## src/rtl/cmp_pkg.sv

```systemverilog
// Shared types and constants for the bit-serial signed comparator.
// Holds the FSM state encoding, one-hot result codes and index-width helper.
package cmp_pkg;

  typedef enum logic [1:0] {
    IDLE = 2'd0,
    SCAN = 2'd1,
    DONE = 2'd2
  } state_t;

  // One-hot {g, l, e} result codes; RES_NONE is driven whenever no result is offered.
  localparam logic [2:0] RES_GT   = 3'b100;
  localparam logic [2:0] RES_LT   = 3'b010;
  localparam logic [2:0] RES_EQ   = 3'b001;
  localparam logic [2:0] RES_NONE = 3'b000;

  function automatic int idx_width(input int width);
    return (width < 2) ? 1 : $clog2(width);
  endfunction

endpackage

```

## src/rtl/cmp_bit_cell.sv

```systemverilog
// Single-bit decision cell for the serial comparator.
// Raises set_gt/set_lt on the first differing bit; the sign bit has inverted weight.
module cmp_bit_cell (
  input  logic a_bit,
  input  logic b_bit,
  input  logic is_sign,
  input  logic decided,
  output logic set_gt,
  output logic set_lt
);

  logic a_only;
  logic b_only;

  assign a_only = a_bit & ~b_bit;
  assign b_only = ~a_bit & b_bit;

  assign set_gt = ~decided & (is_sign ? b_only : a_only);
  assign set_lt = ~decided & (is_sign ? a_only : b_only);

endmodule

```

## src/rtl/serial_signed_comparator.sv

```systemverilog
// Bit-serial two's-complement comparator with valid/ready operand and result channels.
// Optional macro CMP_EARLY_EXIT_EN ends the scan on the first differing bit.
module serial_signed_comparator
  import cmp_pkg::*;
#(
  parameter int WIDTH = 16
) (
  input  logic             clk,
  input  logic             rst_n,
  input  logic             in_valid,
  output logic             in_ready,
  input  logic [WIDTH-1:0] a,
  input  logic [WIDTH-1:0] b,
  output logic             out_valid,
  input  logic             out_ready,
  output logic             g,
  output logic             l,
  output logic             e,
  output logic             busy
);

  localparam int            IW      = idx_width(WIDTH);
  localparam logic [IW-1:0] IDX_MSB = IW'(WIDTH - 1);

  state_t           state;
  state_t           state_nxt;
  logic [WIDTH-1:0] a_q;
  logic [WIDTH-1:0] b_q;
  logic [IW-1:0]    idx;
  logic             gt_q;
  logic             lt_q;
  logic             set_gt;
  logic             set_lt;
  logic             is_sign;
  logic             scan_end;
  logic [2:0]       res;

  assign is_sign = (idx == IDX_MSB);

  cmp_bit_cell u_cell (
    .a_bit   (a_q[idx]),
    .b_bit   (b_q[idx]),
    .is_sign (is_sign),
    .decided (gt_q | lt_q),
    .set_gt  (set_gt),
    .set_lt  (set_lt)
  );

`ifdef CMP_EARLY_EXIT_EN
  assign scan_end = (idx == '0) || set_gt || set_lt;
`else
  assign scan_end = (idx == '0);
`endif

  always_ff @(posedge clk) begin
    if (!rst_n) begin
      state <= IDLE;
    end else begin
      state <= state_nxt;
    end
  end

  // Operands are only sampled on the accepting edge, so later input changes are ignored.
  always_ff @(posedge clk) begin
    if (state == IDLE && in_valid) begin
      a_q <= a;
      b_q <= b;
    end
  end

  always_ff @(posedge clk) begin
    if (!rst_n) begin
      idx  <= IDX_MSB;
      gt_q <= 1'b0;
      lt_q <= 1'b0;
    end else begin
      case (state)
        IDLE: begin
          if (in_valid) begin
            idx  <= IDX_MSB;
            gt_q <= 1'b0;
            lt_q <= 1'b0;
          end
        end
        SCAN: begin
          gt_q <= gt_q | set_gt;
          lt_q <= lt_q | set_lt;
          if (idx != '0) begin
            idx <= idx - 1'b1;
          end
        end
        default: begin
        end
      endcase
    end
  end

  always_comb begin
    state_nxt = state;
    case (state)
      IDLE:    if (in_valid)  state_nxt = SCAN;
      SCAN:    if (scan_end)  state_nxt = DONE;
      DONE:    if (out_ready) state_nxt = IDLE;
      default: state_nxt = IDLE;
    endcase
  end

  always_comb begin
    in_ready  = (state == IDLE);
    out_valid = (state == DONE);
    busy      = (state != IDLE);
    res       = RES_NONE;
    if (state == DONE) begin
      if (gt_q) begin
        res = RES_GT;
      end else if (lt_q) begin
        res = RES_LT;
      end else begin
        res = RES_EQ;
      end
    end
  end

  assign g = res[2];
  assign l = res[1];
  assign e = res[0];

endmodule

```

## config.mk

```make
export PLATFORM = sky130hd
export DESIGN_NAME = serial_signed_comparator
export DESIGN_NICKNAME = d
export VERILOG_FILES = /design/src/rtl/cmp_pkg.sv /design/src/rtl/cmp_bit_cell.sv /design/src/rtl/serial_signed_comparator.sv
export SDC_FILE = /design/constraint.sdc
export NUM_CORES = 1
export LEC_CHECK = 0
export CORE_ASPECT_RATIO = 0.6
export CORE_MARGIN = 4
export CORE_UTILIZATION = 34
export CTS_CLUSTER_DIAMETER = 150
export DETAILED_ROUTE_END_ITERATION = 12
export GPL_TIMING_DRIVEN = 0
export SLEW_MARGIN = 25
export SYNTH_ARGS = -nofsm -noshare
export SYNTH_HDL_FRONTEND = slang
export SYNTH_SLANG_ARGS = --single-unit
```

## constraint.sdc

```tcl
create_clock -name clk -period 1.7 [get_ports clk]
set_input_delay 0.17 -clock clk [delete_from_list [all_inputs] [get_ports clk]]
set_output_delay 0.17 -clock clk [all_outputs]
set_load 0.02 [all_outputs]
```

# Yosys cells after proc, flatten, opt, wreduce, memory -nomap -nowiden

Cells that the tools add are included.

Register bits: 40
Input bits: 36
Output and inout port bits: 6

$add $sub $neg: 1
Magnitude comparators: 1
Equality and inequality tests: 7
Mux-type cells: 19
Bitwise logic cells: 10
Reductions and logical operators: 9

Operator list:

| operator            | number |
|---|---|
| $bmux 1 s4          | 2 |
| $mux 2              | 4 |
| $mux 4              | 2 |
| $pmux 4 s2          | 1 |
| $mux 3              | 2 |
| $ne 2x2->1 const B  | 3 |
| $pmux 2 s3          | 1 |
| $reduce_and 3->1    | 2 |
| $lt 4x5->1 const B  | 1 |
| $mux 1              | 5 |
| $and 1x1->1         | 4 |
| $eq 4x4->1 const B  | 1 |
| $logic_not 4->1     | 1 |
| $pmux 1 s2          | 2 |
| $reduce_bool 2->1   | 2 |
| $reduce_bool 4->1   | 1 |
| $sub 4x1->4 const B | 1 |
| $not 1->1           | 3 |
| $or 1x1->1          | 3 |
| $eq 2x1->1 const B  | 1 |
| $eq 2x2->1 const B  | 1 |
| $logic_not 2->1     | 1 |
| $ne 2x1->1 const B  | 1 |
| $reduce_and 2->1    | 1 |
| $logic_and 1x1->1   | 1 |

# Longest topological paths before layout

Gate-level depths: netlist of run 1.

Depth in word-level cells: 8
Depth in mapped cells: 8
Gate-level depth less buffers: 7

# Hierarchy

Synthesis of run 1 repeated with hierarchy kept, for this count alone.

Cells, all modules: 116
Area total of the unflattened synthesis: 1,752.9 um^2

By module, submodules not included:

| module                   | instances | cells each | area each (um^2) | sequential area each (um^2) |
|---|---|---|---|---|
| serial_signed_comparator | 1         | 110        | 1,715.4          | 1,121.1 |
| cmp_bit_cell             | 1         | 6          | 37.5             | 0.0 |

# Worst setup path before layout of run 1

Ideal clock, no wire load.

Path kind: reg2reg
Start point: reg state[0]
End point: reg lt_q
Library setup time: 131 ps
Data arrival time: 1,946 ps
Data required time: 1,569 ps
Setup slack: -377 ps
Cell stages (with the launch flop): 8
Period minus slack after synthesis: 2,077 ps
Path through: dfxtp_1 -> nor2_1 -> nand2_1 -> inv_1 -> nand2b_1 -> o21ai_0 -> nand2_1 -> a41oi_2

Cells in the longest elaborated chain, start to end: 3
Elaborated cells on any way between the ends: 6
Classes of those cells: 2 x eq/ne; 1 x mux; 3 x reduce/logical

Ends and longest elaborated chain:

| element                                                          | line                           | text |
|---|---|---|
| start, declared                                                  | serial_signed_comparator.sv:25 | `state_t state;` |
| start signal, assigned                                           | serial_signed_comparator.sv:59 | `state <= state_nxt;` |
| $logic_not 2->1 (*)                                              | -                              |  |
| named net in_ready                                               | serial_signed_comparator.sv:11 | `output logic in_ready,` |
| $ne 2x2->1 (no source line) or $reduce_bool 2->1 (tied branches) | -                              |  |
| $reduce_and 2->1 (no source line)                                | -                              |  |
| end signal, assigned                                             | serial_signed_comparator.sv:87 | `lt_q <= lt_q \| set_lt;` |
| end, declared                                                    | serial_signed_comparator.sv:31 | `logic lt_q;` |

The timed path passes the listed nets; every way through them passes the cells marked *.
A chain may end at the register's enable or synchronous reset.

# Final worst setup path of run 1

Start point: reg idx[1]
End point: reg lt_q

Cells in the longest elaborated chain, start to end: 8
Elaborated cells on any way between the ends: 13
Classes of those cells: 1 x eq/ne; 6 x mux; 6 x bitwise

Ends and longest elaborated chain:

| element                        | line                                                           | text |
|---|---|---|
| start, declared                | serial_signed_comparator.sv:29                                 | `logic [IW-1:0] idx;` |
| start signal, assigned         | serial_signed_comparator.sv:89                                 | `idx <= idx - 1'b1;` |
| $bmux 1 s4 (on tied branches)  | serial_signed_comparator.sv:41, serial_signed_comparator.sv:42 |  |
| $mux 1 (on tied branches)      | serial_signed_comparator.sv:41, serial_signed_comparator.sv:42 |  |
| $not 1->1 (on tied branches)   | cmp_bit_cell.sv:16, cmp_bit_cell.sv:15                         |  |
| $and 1x1->1 (on tied branches) | cmp_bit_cell.sv:16, cmp_bit_cell.sv:15                         |  |
| $mux 1 (*)                     | cmp_bit_cell.sv:19                                             | `assign set_lt = ~decided & (is_sign ? a_only : b_only);` |
| $and 1x1->1 (*)                | cmp_bit_cell.sv:19                                             |  |
| $or 1x1->1 (*)                 | serial_signed_comparator.sv:87                                 |  |
| $pmux 1 s2 (*)                 | serial_signed_comparator.sv:77                                 | `case (state)` |

Every way passes the cells marked *; elsewhere a longest branch is shown, timed or not. The select of a mux whose other input is x is not followed.

==> flow_summary.toml, run 1 <==
[run_status]
status = "finished, violations left"
violations = "negative setup slack"

[synth]
synth_seq_area_share_pct = 64.5
synth.area.top_cells = "edfxtp_1 55%, dfxtp_1 9.2%, mux4_1 6.0%"
synth_top_area_share_pct = 55.3
yosysWarnings = 0
synth_area_per_cell_um2 = 15.4
syn_area_um2 = 1740
synth_cells = 113
synth_edf_count = 32
synth_common_cells = "32 x edfxtp_1, 11 x nand2_1, 8 x dfxtp_1"
yosysMostFrequentCell = "edfxtp_1"
yosysTopAreaCell = "edfxtp_1"
synth_cell_types = 30
syn-num-nets = 151
synth-main-ff-cell = "edfxtp_1"
synthArstFlopShare_pct = 0
ys_ff_latch = 40

[routing]
dr.first_iter.drc_count = 36
dr.pass1.iters = 4
vias = 1142
drt-total-wl_mm = 3.67
avgRoutedWirePerCell_um = 15.6
wl_met1_mm = 1.62
met3_length_um = 280
top_layer = "met4"
drtAntennaViolNets = 0
drc_errors = 0
vias_per_cell = 4.86
wl_met2_mm = 1.75

[layout]
syn2layout_area_growth_pct = 47.2
layout.nets = 209
num-fill-cells = 391
drive_gt1_share_pct = 32.6
final_cell_area_um2 = 2560
diodes = 0

[power]
pwr-share-comb_pct = 13.8
p_leak_nw = 0.984
fin_total_pwr_w = 0.00222
switchingPower_w = 0.000480
p_int_w = 0.00174
powerDensity_nw_per_um2 = 867
seq_power_share_pct = 51.1
irDropWorstVdd_v = 0.000407
clockPowerShare_pct = 35.1
sw_frac_of_total_pct = 21.7

[min_path]
hold_path_depth = 1
hp-class = "in2reg"
min_to = "b_q[2]"
hold_start = "b[2]"

[sta]
layout_setup_ws_ps = -0.0773
clock.fmax_ghz = 0.588
fin_crit_sh_pct = 100
final_max_slew_viol_count = 0
worst_pin_slew_ps = 389
setup_viol = 1
relSlewSlack_pct = 74.0
period_minus_slack_ps = 1700
hold_viol = 0
rsz0062_at_grt = "true"
clock_skew_ps = 3.55

[die]
die_x_um = 100
initial_core_util_pct = 36.6
die_area_um2 = 6360
fp.coreArea_um2 = 4750
ios = 42
rows = 19
die_h_um = 63.4

[grt]
grt_overflow_total = 0
antenna_found_initial = 0
first_global_vias = 1204
gr-usage-all-layers_pct = 11.9
grt_max_degree = 18
grt_pass1_wl_mm = 5.69

[setup_path]
path_max_fanout = 5
cp_top_family = "multiplexers"
critical-path-max-stage-delay_ps = 620
crit_type = "reg2reg"
crit_chain = "buf_12 > mux4_1 > a21oi_4 > nand3_2 > a41oi_2"
cp_slowest_cell = "mux4_1"
r2r-start = "idx[1]"
r2r_end = "lt_q"
worstPathArrival_ps = 1920
critPathCaptureType = "flop"
cp_num_buf_inv = 1
reg2reg_depth = 5
r2r_slack_ps = -0.08
startpoint_type = "flop"
cp.required_ps = 1920
crit_cells = 5

[cts]
clockBufferDepth = 2
cts-root-buf = "clkbuf_8"
cts_tree = "done"
cts_sinks = 40
htreeDepth = 2
cts_hold_buf = 0
cts.reportedPaths.clkPinSlew_ps = 80
clock_latency_ps = 290
cts_buffers = 5

[place]
dpl_cell_area_um2 = 2240
pre_cts_ws_ps = -381
place_congestion = 0.746
hpwl_mm = 2.49
io_buffers = 41

[flow_run]
drv_cap = 0
## routing by layer
layer	up-vias	global-route usage, %
li1	551	-
met1	549	15.2
met2	39	18.4
met3	3	5.07
met4	0	3.53
met5	-	0
## layout make-up
class | instances | area (µm²) | area share (%)
Inverter | 5 | 28.8 | 1.13
Clock buffer | 5 | 68.8 | 2.69
Clock inverter | 3 | 46.3 | 1.81
Timing Repair inverter | 1 | 7.51 | 0.294
Timing Repair Buffer | 50 | 497 | 19.4
Buffer | 3 | 42.5 | 1.66
Sequential cell | 40 | 1130 | 44.1
Tap cell | 63 | 78.8 | 3.08
Multi-Input combinational cell | 65 | 659 | 25.8
## flip-flops by register name, indices dropped and copies added (netlist names)
signal  count
idx         4
gt_q        1
b_q        16
a_q        16
state       2
lt_q        1
## cell usage in the layout (no fill, tap or decap), types with 2 or more instances in the layout
| cell | count |
|---|---|
| dlygate4sd2_1 | 3 |
| nand3_1 | 3 |
| o21ai_0 | 3 |
| mux4_1 | 2 |
| and2_4 | 2 |
| a21o_1 | 2 |
| a21oi_1 | 2 |
| edfxtp_1 | 32 |
| clkbuf_8 | 5 |
| buf_6 | 2 |
| a21oi_2 | 2 |
| nand2_1 | 9 |
| nand3_2 | 3 |
| dfxtp_1 | 4 |
| inv_1 | 2 |
| clkdlybuf4s50_1 | 37 |
| nor3_1 | 2 |
| nor2b_1 | 2 |
| dfxtp_2 | 3 |
| nand2b_4 | 2 |
| buf_4 | 8 |
| nand2_2 | 2 |
| and2_1 | 3 |
| clkinvlp_4 | 4 |
| mux4_2 | 6 |
## worst max-delay path by stage
stage	endpoint	slack, ps	start
global route	idx[3]	-50	idx[0]
CTS	gt_q	0.08	idx[1]
detailed placement	lt_q	-380	in_valid
global placement	lt_q	-370	in_valid
floorplan	lt_q	8	state[0]
finish	lt_q	-0.08	idx[1]
## power by group through the flow
stage | Sequential, W | Clock, W | Combinational, W
floorplan | 0.00115 | 0 | 0.000125
global placement | 0.00115 | 0 | 0.000234
detailed placement | 0.00116 | 0 | 0.000239
CTS | 0.00113 | 0.000796 | 0.000276
global route | 0.00114 | 0.000851 | 0.000326
finish | 0.00113 | 0.000778 | 0.000306
## stage by stage
| stage | std cells | TNS (ps) | hold WS, ps | util [%] |
|---|---|---|---|---|
| 6_report | 235 | -0.0773 | 430 | 53.8 |
| 4_1_cts | 231 | 0 | 420 | 52.2 |
| 3_3_place_gp | 217 | -4430 | 542 | 47.2 |
| 5_1_grt | 235 | -166 | 404 | 53.8 |
| 2_1_floorplan | 113 | 0 | 232 | - |
| 3_5_place_dp | 217 | -5300 | 546 | 47.2 |
## repair_timing
item / CTS / global route
cloned: 2 / 0
setup endpoints to repair: 42 / 7
buffers inserted: 4 / 4
resized for setup: 22 / 14
pin swaps: 2 / 6
## cell families (layout without fill, tap and decap cells)
group	count (synthesis)	after routing	synth area share, %
muxes	9	9	11.8
DFF	40	40	64.5
xor gates and xnor gates	1	1	0.504
adders and majority gates	2	2	1.44
AOI/OAI and AO/OA	15	15	6.41
and+or+nand+nor	38	38	12.3
buffers and inverters	8	67	3.02
(Power assumes the default switching activity.)
==> inputs of run 2 (changes only) <==
--- a/config.mk
+++ b/config.mk
@@ -11,6 +11,7 @@
 export CTS_CLUSTER_DIAMETER = 150
 export DETAILED_ROUTE_END_ITERATION = 12
 export GPL_TIMING_DRIVEN = 0
+export HOLD_SLACK_MARGIN = 0.12
 export SLEW_MARGIN = 25
 export SYNTH_ARGS = -nofsm -noshare
 export SYNTH_HDL_FRONTEND = slang
==> results of run 2 <==
The final DEF is identical to that of run 1; final timing and power are the same.
==> patch 1: new RTL, settings of run 1 <==
Add a define of `CMP_EARLY_EXIT_EN`.
--- a/src/rtl/serial_signed_comparator.sv
+++ b/src/rtl/serial_signed_comparator.sv
@@ -1,5 +1,7 @@
 // Bit-serial two's-complement comparator with valid/ready operand and result channels.
 // Optional macro CMP_EARLY_EXIT_EN ends the scan on the first differing bit.
+`define CMP_EARLY_EXIT_EN
+
 module serial_signed_comparator
   import cmp_pkg::*;
 #(
Check against the original RTL: not equivalent (a bounded check fails within 4 cycles, from zero or initial values and one cycle with rst_n low).
==> patch 1 against run 1 <==
  * The flow still finishes with violations (setup timing)
  * Critical path type unchanged
  * Critical endpoint is now gt_q$_SDFFE_PN0P_
  * Via count is 2.1% lower
  * Total power is 10% higher
  * Area after synthesis is 1.2% higher
  * Routed wire length is 2.1% lower
  * Sequential cell count stayed put
  * Setup slack worse by 0.31 ns
  * Critical path depth is 2 higher
  * Design area is 3.2% lower
==> patch 1: results (changes against run 1) <==
Parameter                              Value

Timing
  Finish-stage setup viols ... 8 (+7)
  Clock Skews ... 0.00459 ns (+0.00104 ns)
  Fin worst setup slack ... -0.306 ns (-0.306 ns)
  Hold Worst Slack ... 0.424 ns (-0.00547 ns)

Critical path
  Worst Reg-to-Reg Cells ... 7 (+2)
  Data arrival time at the worst-slack endpoint ... 2.19 ns (+0.27 ns)
  Library cell contributing the largest single delay on the critical path ... sky130_fd_sc_hd__mux4_2
  R2r endpoint ... gt_q$_SDFFE_PN0P_

GRT
  Largest net degree at the start of global routing ... 34 (+16)
  Met3 Resource Use GR ... 5.40% (+0.33 points)
  Global-route met1 utilization ... 15.9% (+0.71 points)
  All-layer global routing usage ... 11.7% (-0.21 points)
  Vias in the first global route ... 1162 (-3.5%)
  Global-route wire length before repair ... 5610 µm (-1.3%)

Hold path
  Critical hold path startpoint ... a[3]
  Hold endpoint ... a_q[3]$_DFFE_PP_

Clock tree
  Number of instances resized during post-cts repair ... 10 (-55%)
  Clock Path Buffers ... 2 (unchanged)
  Count of buffers added by post-CTS timing repair for setup ... 2 (-2)

Status
  Status ... finished, violations left
  Failing checks ... setup timing

Routing
  Detail-routed net length per standard cell ... 15.7 µm (+0.44%)
  WL final ... 3600 µm (-2.1%)
  DR WL met3 ... 363 µm (+30%)
  Total routed wire length on the met1 layer ... 1680 µm (+3.9%)
  Routed wl met2 ... 1500 µm (-14%)

Placement
  Post-place setup slack ... -0.326 ns (+0.0551 ns)
  Cell total after placement ... 214 (-1.4%)
  DP Area ... 2260 µm² (+0.73%)
  Placed wire-length estimate after detailed placement ... 2520 µm (+1.1%)
  Last weighted congestion value of the routability-driven placer ... 0.746 (about the same)

Synth
  Synth unique cells ... 33 (+10%)
  Synth area leaders ... sky130_fd_sc_hd__edfxtp_1 55%, sky130_fd_sc_hd__mux4_1 10%, sky130_fd_sc_hd__dfxtp_1 9.1%, sky130_fd_sc_hd__bufinv_16 1.7%, sky130_fd_sc_hd__xnor2_1 1.5%
  Share of cell area taken by muxes after synthesis ... 15.1% (+3.3 points)
  Synthesized area per cell ... 16.0 µm² (+4.0%)
  Adder-cell share of the synthesized area ... 1.42% (-0.017 points)
  Synthesized Nets ... 148 (-2.0%)
  Ranking of synthesized cells by instance count ... 32 x sky130_fd_sc_hd__edfxtp_1, 8 x sky130_fd_sc_hd__dfxtp_1, 7 x sky130_fd_sc_hd__mux4_1

Layout
  Number of filler cells placed in the layout ... 418 (+6.9%)
  Layout cells sized above 1 ... 21.7% (-11 points)
  Nets ... 203 (-2.9%)

Power and ir drop
  Leakage power ... 0.964 nW (-2.1%)
patch 1: final cells by class:
class	instances	area share (%)
Buffer	3	1.06
Clock buffer	6	2.93
Clock inverter	2	0.506
Inverter	6	1.97
Multi-Input combinational cell	61	25.2
Sequential cell	40	45.6
Tap cell	63	3.19
Timing Repair Buffer	48	19.6
patch 1: through the flow:
stage / setup TNS (ns) / util (%)
final: -1.31 / 51.8
after global routing: -2.00 / 51.8
after CTS: -1.61 / 50.1
after detailed placement: -2.75 / 47.3
after global placement: -1.73 / 47.3
after floorplan: -0.464 / -
patch 1: cells by family after synthesis:
family | Yosys count
mux | 12
buf+inv | 9
fa+ha+maj | 2
compound gates | 18
xor+xnor | 3
simple gates | 26
flops | 40
patch 1: critical path: cells and delay by family, from the launching register on:
family	cells	cell delay (ns)
flip-flops	1	0.37
AND/OR/NAND/NOR	1	0.16
multiplexers	2	0.74
AO/OA/AOI/OAI	2	0.38
buffers and inverters	2	0.24
patch 1: power by group:
group          switching, mW  internal, mW  leakage, nW
Combinational          0.257         0.335        0.551
Sequential            0.0457          1.19        0.371
Clock                  0.324         0.287       0.0412
Total                  0.627          1.81        0.964
patch 1: worst max path at each step:
stage / cells after the start / from / end
2_1_floorplan: 6 / idx[1]$_SDFFE_PN1P_ / gt_q$_SDFFE_PN0P_
3_3_place_gp: 6 / idx[1]$_SDFFE_PN1P_ / state[0]$_SDFFE_PN0P_
3_5_place_dp: 6 / idx[1]$_SDFFE_PN1P_ / state[0]$_SDFFE_PN0P_
4_1_cts: 6 / idx[1]$_SDFFE_PN1P_ / gt_q$_SDFFE_PN0P_
5_1_grt: 6 / idx[1]$_SDFFE_PN1P_ / lt_q$_SDFFE_PN0P_
6_report: 7 / idx[1]$_SDFFE_PN1P_ / gt_q$_SDFFE_PN0P_
==> patch 2: new RTL, settings of run 1 <==
Made on the original files. Make the reset (`rst_n`) asynchronous in 2 clocked blocks.
--- a/src/rtl/serial_signed_comparator.sv
+++ b/src/rtl/serial_signed_comparator.sv
@@ -52,7 +52,7 @@
   assign scan_end = (idx == '0);
 `endif
 
-  always_ff @(posedge clk) begin
+  always_ff @(posedge clk or negedge rst_n) begin
     if (!rst_n) begin
       state <= IDLE;
     end else begin
@@ -68,7 +68,7 @@
     end
   end
 
-  always_ff @(posedge clk) begin
+  always_ff @(posedge clk or negedge rst_n) begin
     if (!rst_n) begin
       idx  <= IDX_MSB;
       gt_q <= 1'b0;
Behaviour: differs if rst_n is asserted again (counterexample within 4 cycles, from zero or initial values and one cycle with rst_n low); with rst_n held inactive, the same outputs for 10 cycles.
==> patch 2 against run 1 <==
  * The run still ends with setup timing left
  * Non-clock buffer count grew 3
  * Design area grew 1.8%
  * Routed wire length grew 7.9%
  * Sequential cell count is the same
  * Area after synthesis grew 3.7%
  * Setup slack lost 0.63 ns
  * Critical path type unchanged
  * Largest cell class unchanged
  * Highest routed layer unchanged
Power is not compared: it rests on default switching activity, and its combinational part moved more than twofold at a synthesized area within 25%.
==> patch 2: results (changes against run 1) <==
Parameter                              Value

Timing
  Final sum of negative setup slack ... -1.18 ns (-1.18 ns)
  Finish-stage setup viols ... 2 (+1)
  Clock Skews ... 0.00183 ns (-0.00172 ns)
  Fin worst setup slack ... -0.626 ns (-0.626 ns)
  Slew @ Worst Pin ... 0.399 ns (+0.0104 ns)

Synth
  Synth unique cells ... 32 (+6.7%)
  Ranking of synthesized cells by instance count ... 32 x sky130_fd_sc_hd__edfxtp_1, 7 x sky130_fd_sc_hd__inv_1, 7 x sky130_fd_sc_hd__nor2_1
  Synth area leaders ... sky130_fd_sc_hd__edfxtp_1 53%, sky130_fd_sc_hd__mux4_2 7.5%, sky130_fd_sc_hd__mux4_1 7.3%, sky130_fd_sc_hd__dfstp_2 5.8%, sky130_fd_sc_hd__dfrtp_1 5.6%
  Dominant combinational cell family by area after synthesis ... multiplexers
  Synth async-reset ratio ... 20.0% (+20 points)
  Register area share after synthesis ... 64.7% (+0.22 points)
  Xor-xnor portion of the synthesized cell area ... 0% (-0.50 points)
  Area fraction in compound gates after synthesis ... 4.51% (-1.9 points)
  Adder-cell share of the synthesized area ... 1.39% (-0.051 points)

Routing
  Routed wl met2 ... 1730 µm (-1.4%)
  WL final ... 3960 µm (+7.9%)
  Via count ... 1156 (+1.2%)
  Number of DRC markers in iteration 0 ... 45 (+25%)
  Total routed wire length on the met1 layer ... 1890 µm (+16%)

GRT
  Vias in the first global route ... 1288 (+7.0%)
  Global-route met1 utilization ... 18.8% (+3.7 points)
  Met3 Resource Use GR ... 5.02% (-0.055 points)
  Largest net degree at the start of global routing ... 17 (-1)
  Global-route wire length before repair ... 6460 µm (+14%)
  Met2 Track Usage GR ... 18.9% (+0.45 points)

Layout
  Area taken by flip-flops and latches ... 1170 µm² (+3.5%)
  Layout Utilization ... 51.0% (-2.8 points)
  Layout sequential cell count ... 40 (unchanged)
  Clock buffer and inverter area fraction after layout ... 4.28% (-0.22 points)
  Layout cells sized above 1 ... 34.1% (+1.6 points)
  Total of plain and repair buffers excluding clock buffers ... 56 (+5.7%)
  Multi-input combinational cell count ... 58 (-11%)
  Number of filler cells placed in the layout ... 459 (+17%)
  Filler-free cell count of the finished design ... 236 (+0.43%)
  Total area of multi-input combinational cells ... 641 µm² (-2.8%)

Hold path
  Path type of the worst min-delay path ... in2async

Placement
  Last weighted congestion value of the routability-driven placer ... 0.767 (+2.8%)
  Post-place setup slack ... -0.770 ns (-0.389 ns)
  DP Area ... 2320 µm² (+3.4%)

Status
  Status ... finished, violations left
  Failing checks ... setup timing

Clock tree
  Count of buffers added by post-CTS timing repair for setup ... 6 (+2)

Critical path
  Data arrival time at the worst-slack endpoint ... 2.54 ns (+0.62 ns)
==> patch 2: final timing paths <==
check	from	endpoint	cells after the start
setup / recovery	idx[2]$_DFFE_PN1P_	lt_q$_DFFE_PN0P_	5
hold / removal	rst_n	state[0]$_DFFE_PN0P_	1
setup reg to reg	idx[2]$_DFFE_PN1P_	lt_q$_DFFE_PN0P_	5
hold reg to reg	state[0]$_DFFE_PN0P_	idx[0]$_DFFE_PN1P_	1
max in group asynchronous	rst_n	idx[2]$_DFFE_PN1P_	1
min in group clk	b[3]	b_q[3]$_DFFE_PP_	1
==> patch 2: critical path, cell delays in order, from the launching register on <==
cell and delay [ns]:
sky130_fd_sc_hd__dfstp_2 0.57, sky130_fd_sc_hd__buf_6 0.11, sky130_fd_sc_hd__mux4_2 0.49, sky130_fd_sc_hd__mux4_2 0.51, sky130_fd_sc_hd__or4_4 0.43, sky130_fd_sc_hd__o211ai_2 0.14
